==> config.mk <==
export PLATFORM = sky130hd
export DESIGN_NAME = fetch_unit
export DESIGN_NICKNAME = d
export VERILOG_FILES = /design/src/rtl/fetch_unit.sv
export SDC_FILE = /design/constraint.sdc
export NUM_CORES = 1
export LEC_CHECK = 0
export CAP_MARGIN = 30
export CORE_MARGIN = 4
export CORE_UTILIZATION = 46
export DETAILED_ROUTE_END_ITERATION = 10
export PLACE_DENSITY = 0.83
export SLEW_MARGIN = 15
export SYNTH_ARGS = -nofsm -noshare
export SYNTH_HDL_FRONTEND = slang
export SYNTH_SLANG_ARGS = --single-unit
==> constraint.sdc <==
create_clock -name clk -period 2.2 [get_ports clk]
set_input_delay 0.66 -clock clk [delete_from_list [all_inputs] [get_ports clk]]
set_output_delay 0.66 -clock clk [all_outputs]
set_load 0.1 [all_outputs]
==> src/rtl/fetch_unit.sv <==
// fetch_unit: instruction prefetch stage. Reads opcode and up to two operand
// bytes from byte-wide program memory over a req/ack bus, presents one
// assembled bundle to the execute unit over valid/ready, and restarts at a
// new address on redirect. Every output is registered.
module fetch_unit #(
    parameter logic [15:0] RESET_PC = 16'h00A0,
    parameter logic [7:0]  HLT_OPC  = 8'h02
) (
    input  logic        clk,
    input  logic        rst,
    output logic        mem_rd,
    output logic [15:0] mem_addr,
    input  logic        mem_ack,
    input  logic [7:0]  mem_rdata,
    output logic        ir_valid,
    input  logic        ir_ready,
    output logic [7:0]  ir,
    output logic [7:0]  op1,
    output logic [7:0]  op2,
    output logic [1:0]  ilen,
    output logic [15:0] ipc,
    input  logic        redirect,
    input  logic [15:0] redirect_pc,
    output logic [15:0] instr_count
);

    typedef enum logic [2:0] {
        F_OPC  = 3'd0,
        F_OP1  = 3'd1,
        F_OP2  = 3'd2,
        HOLD   = 3'd3,
        HALTED = 3'd4
    } state_t;

    state_t      r_state;
    logic [15:0] r_fetch_pc;
    logic [1:0]  w_len;
    logic        w_accept;

    // Instruction length from the opcode byte; unknown opcodes are single-byte.
    function automatic logic [1:0] len_decode(input logic [7:0] opc);
        logic [1:0] len;
        len = 2'd1;
        if (opc == 8'hA2 || opc == 8'hA6 || opc == 8'hF0 || opc == 8'hD0)
            len = 2'd2;
        else if (opc == 8'h4C)
            len = 2'd3;
        if (opc == 8'hE8 || opc == 8'hCA || opc == HLT_OPC)
            len = 2'd1;
        return len;
    endfunction

    assign w_len    = len_decode(mem_rdata);
    assign w_accept = ir_valid && ir_ready;

    // Fetch sequencer: request/ack beats, bundle hand-off, redirect and halt.
    always_ff @(posedge clk) begin
        if (!rst) begin
            r_state     <= F_OPC;
            r_fetch_pc  <= RESET_PC;
            mem_rd      <= 1'b0;
            mem_addr    <= 16'h0000;
            ir_valid    <= 1'b0;
            ir          <= 8'h00;
            op1         <= 8'h00;
            op2         <= 8'h00;
            ilen        <= 2'd0;
            ipc         <= 16'h0000;
            instr_count <= 16'h0000;
        end else begin
            // A bundle taken in the same cycle as a redirect still counts.
            if (w_accept)
                instr_count <= instr_count + 16'd1;

            if (redirect) begin
                // Abandon whatever is in flight, including an ack this cycle.
                r_state    <= F_OPC;
                r_fetch_pc <= redirect_pc;
                mem_rd     <= 1'b1;
                mem_addr   <= redirect_pc;
                ir_valid   <= 1'b0;
            end else begin
                case (r_state)
                    F_OPC: begin
                        if (!mem_rd) begin
                            // First request after reset leaves the bus idle one cycle.
                            mem_rd   <= 1'b1;
                            mem_addr <= r_fetch_pc;
                        end else if (mem_ack) begin
                            ir   <= mem_rdata;
                            ipc  <= r_fetch_pc;
                            ilen <= w_len;
                            op1  <= 8'h00;
                            op2  <= 8'h00;
                            if (w_len > 2'd1) begin
                                r_state  <= F_OP1;
                                mem_addr <= r_fetch_pc + 16'd1;
                            end else begin
                                r_state  <= HOLD;
                                mem_rd   <= 1'b0;
                                ir_valid <= 1'b1;
                            end
                        end
                    end
                    F_OP1: begin
                        if (mem_ack) begin
                            op1 <= mem_rdata;
                            if (ilen == 2'd3) begin
                                r_state  <= F_OP2;
                                mem_addr <= ipc + 16'd2;
                            end else begin
                                r_state  <= HOLD;
                                mem_rd   <= 1'b0;
                                ir_valid <= 1'b1;
                            end
                        end
                    end
                    F_OP2: begin
                        if (mem_ack) begin
                            op2      <= mem_rdata;
                            r_state  <= HOLD;
                            mem_rd   <= 1'b0;
                            ir_valid <= 1'b1;
                        end
                    end
                    HOLD: begin
                        if (ir_ready) begin
                            ir_valid   <= 1'b0;
                            r_fetch_pc <= ipc + {14'd0, ilen};
                            if (ir == HLT_OPC) begin
                                r_state <= HALTED;
                            end else begin
                                r_state  <= F_OPC;
                                mem_rd   <= 1'b1;
                                mem_addr <= ipc + {14'd0, ilen};
                            end
                        end
                    end
                    HALTED: begin
                        mem_rd   <= 1'b0;
                        ir_valid <= 1'b0;
                    end
                    default: begin
                        r_state <= F_OPC;
                        mem_rd  <= 1'b0;
                    end
                endcase
            end
        end
    end

endmodule

==> qor.yml <==
run_status:
  status: "complete, but fails checks"
  failed_checks: "negative setup slack"
critical_path:
  critPathMaxStageDelay_ns: 0.56
  crit_type: "reg -> reg"
  endpoint_kind: "flop"
  path_cells: "or4_4 -> or4_4 -> a31oi_4 -> a2111oi_0 -> buf_4 -> a31o_2"
  cp.arrival_ns: 2.48
  start_kind: "flop"
  crit_required_ns: 2.46
  slowest_stage: "or4_4"
  crit_fanout: 4
  path_common_cell: "or4_4"
power_and_ir_drop:
  powerDensity_nw_per_um2: 584.2
  ir_drop_mv: 0.5403
  power_leakage_nw: 3.091
clock_tree:
  cts_tree: "done"
  cts_root_buffer: "clkbuf_16"
  cts_max_path_buffers: 2
  h-tree-depth: 3
  cts_buffers: 9
  cts-hold-fix-buffers: 0
  clock-sinks: 95
  clock_latency_ns: 0.36
  cts.clk_slew.worst_paths_ns: 0.07
place:
  dpl.hpwl_um: 14820
  pre_cts_ws_ns: -0.6800
  dp_cells: 990
  postPlaceCellArea_sq_um: 7523
  gp_congestion: 0.9368
  place.port_buffers: 104
floorplanning:
  rows: 39
  ioPinCount: 105
  die_w_um: 116.1
  die_height_um: 116.1
  core_area_sq_um: 11420
  die-area_sq_um: 13480
  start_util_pct: 47.06
sta:
  tns_ns: -0.08036
  finalSetupViolations: 5
  max-slew-margin-rel_pct: 63.44
  maxSlewViolCount: 0
  fin_skew_ns: 0.004960
  layout_setup_ws_ns: -0.02514
  worst_pin_slew_ns: 0.5447
  fmax_mhz: 449.4
  rsz0062_at_grt: "yes"
  period_share_pct: 101.1
  finalHoldViolCount: 0
  finalCriticalPeriod_ns: 2.225
yosys:
  async_reset_ff_share_pct: 0
  synth_mux_area_share_pct: 1.886
  synth-xor-area-share_pct: 6.193
  post_synth.cell_area_avg_sq_um: 7.845
  synth-adder-area-share_pct: 1.537
  ys_seq_area_share_pct: 35.39
  synth_top_cell_by_area: "dfxtp_1"
  netlist.area_leader.share_pct: 35.39
  yosys_warnings: 0
  yosys-top-cells-area: "dfxtp_1 35%, nand2_1 7.6%, a21oi_1 5.6%"
  synth_top_family_by_area: "simple AND/OR/NAND/NOR gates"
  ys.flop_type: "dfxtp_1"
  yosysUniqueCellTypes: 72
  synthCells: 685
  synth_nets: 720
  yosys.area_share.simple_pct: 27.52
  synth_compound_area_share_pct: 22.05
  ys_ff_latch: 95
  netlist_area_sq_um: 5374
  synth_edf_count: 0
layout:
  fin_nets: 894
  fin_area_sq_um: 8083
  antenna_cells: 0
  layout_common_cells: "150 x buf_4, 109 x nand2_1, 66 x dfxtp_1"
  drive_gt1_share_pct: 32.52
  final_common_cell: "buf_4"
  area_growth_pct: 50.41
  instances_no_fill: 1007
  fillerInstances: 879
detailed_routing:
  ant_nets: 0
  drt_pass1_iterations: 5
  drt-vias-per-instance: 6.160
  route.met2.wl_um: 10270
  drt_wl_total_um: 20500
  top_layer: "met4"
  wl_met3_um: 1484
  wl_met1_um: 7809
  drc: 0
  num_vias: 6203
  drt-initial-drc-count: 470
  wl_per_cell_um: 20.36
global_route:
  gr-total-overflow: 0
  grt_start_max_net_pins: 37
  grt_pass1_wl_um: 32190
  grt_pass1_vias: 6220
  antenna_found_initial: 0
  track_usage_pct: 30.69
worst_hold_path:
  hp-class: "reg -> reg"
job:
  max_cap_viol_count: 0
layer usage:
layer / up-vias / global-route usage, %
met5: - / 0
met3: 70 / 7.154
li1: 2837 / -
met2: 311 / 52.70
met4: 0 / 16.71
met1: 2985 / 35.22
per-stage QoR:
stage	hold slack [ns]	total power [mW]	util, %
2_1_floorplan	0.4570	2.519	-
3_3_place_gp	0.4450	2.906	65.89
3_5_place_dp	0.4545	2.929	65.89
4_1_cts	0.4663	4.702	70.01
5_1_grt	0.4860	4.863	70.79
6_report	0.4632	4.722	70.79
where the power goes:
part | total (mW) | internal (mW) | switching (mW) | leakage (nW)
Clock | 1.78 | 1.06 | 0.723 | 0.170
Sequential | 1.84 | 1.77 | 0.0673 | 0.793
Combinational | 1.10 | 0.386 | 0.715 | 2.13
Total | 4.72 | 3.22 | 1.51 | 3.09
cells by family (layout without fill, tap and decap cells):
logic type,count (synthesis),after routing
xor gates and xnor gates,38,38
and+or+nand+nor,299,299
DFF,95,95
adders and majority gates,6,6
AOI/OAI and AO/OA,174,175
muxes,10,10
buffers and inverters,63,241
sequential cells by signal, summed over array words and instances, names as in the netlist:
signal / cells
ilen: 2
instr_count: 16
ipc: 16
ir: 8
ir_valid: 1
mem_addr: 16
mem_rd: 1
op1: 8
op2: 8
r_fetch_pc: 16
r_state: 3
what timing repair did:
item,4_1_cts,5_1_grt
buffers inserted,0,1
gates resized for setup,32,22
pin swaps,3,11
gates cloned,1,0
setup endpoints to repair,58,20
area by class of cell:
cell class | instances | area, sq um | area share (%)
Clock buffer | 12 | 289.0 | 3.576
Multi-Input combinational cell | 528 | 3408 | 42.17
Clock inverter | 4 | 52.55 | 0.6502
Tap cell | 143 | 178.9 | 2.214
Sequential cell | 95 | 1981 | 24.50
Inverter | 10 | 37.54 | 0.4644
Timing Repair Buffer | 215 | 2136 | 26.42
final timing paths:
| kind | startpoint | endpoint | slack (ns) | cells past startpoint |
|---|---|---|---|---|
| worst max-delay path | ir[4] | mem_addr[2] | -0.03 | 6 |
| worst min-delay path | op1[2] | op1[2] | 0.46 | 2 |
| worst max register to register | ir[4] | mem_addr[2] | -0.03 | 6 |
| worst min register to register | op1[2] | op1[2] | 0.46 | 2 |
worst max-delay path: cells and delay by family, from the launching register on:
kind / cells / cell delay, ns
AOI/OAI and AO/OA: 3 / 0.52
and+or+nand+nor: 2 / 1.11
DFF: 1 / 0.34
buffers and inverters: 1 / 0.15
synthesized netlist by cell type, drive strengths merged (4+ instances only):
cell and count:
a311oi 5, nor4 11, o21ai 21, a21o 5
nand2 110, nand4 18, ha 5, xor2 21
nand3 29, o211ai 9, o32ai 4, a211o 5
a21oi 61, or2 4, buf 14, a2111oi 4
or4 5, o21a 7, a211oi 10, inv 10
nor2 52, xnor2 17, clkbuf 37, nor2b 4
o22ai 5, and2 11, nand2b 5, nor3 19
a22oi 8, or3 9, dfxtp 95, mux2i 9
and4 7
Note: power is estimated with default switching activity, not from simulation.
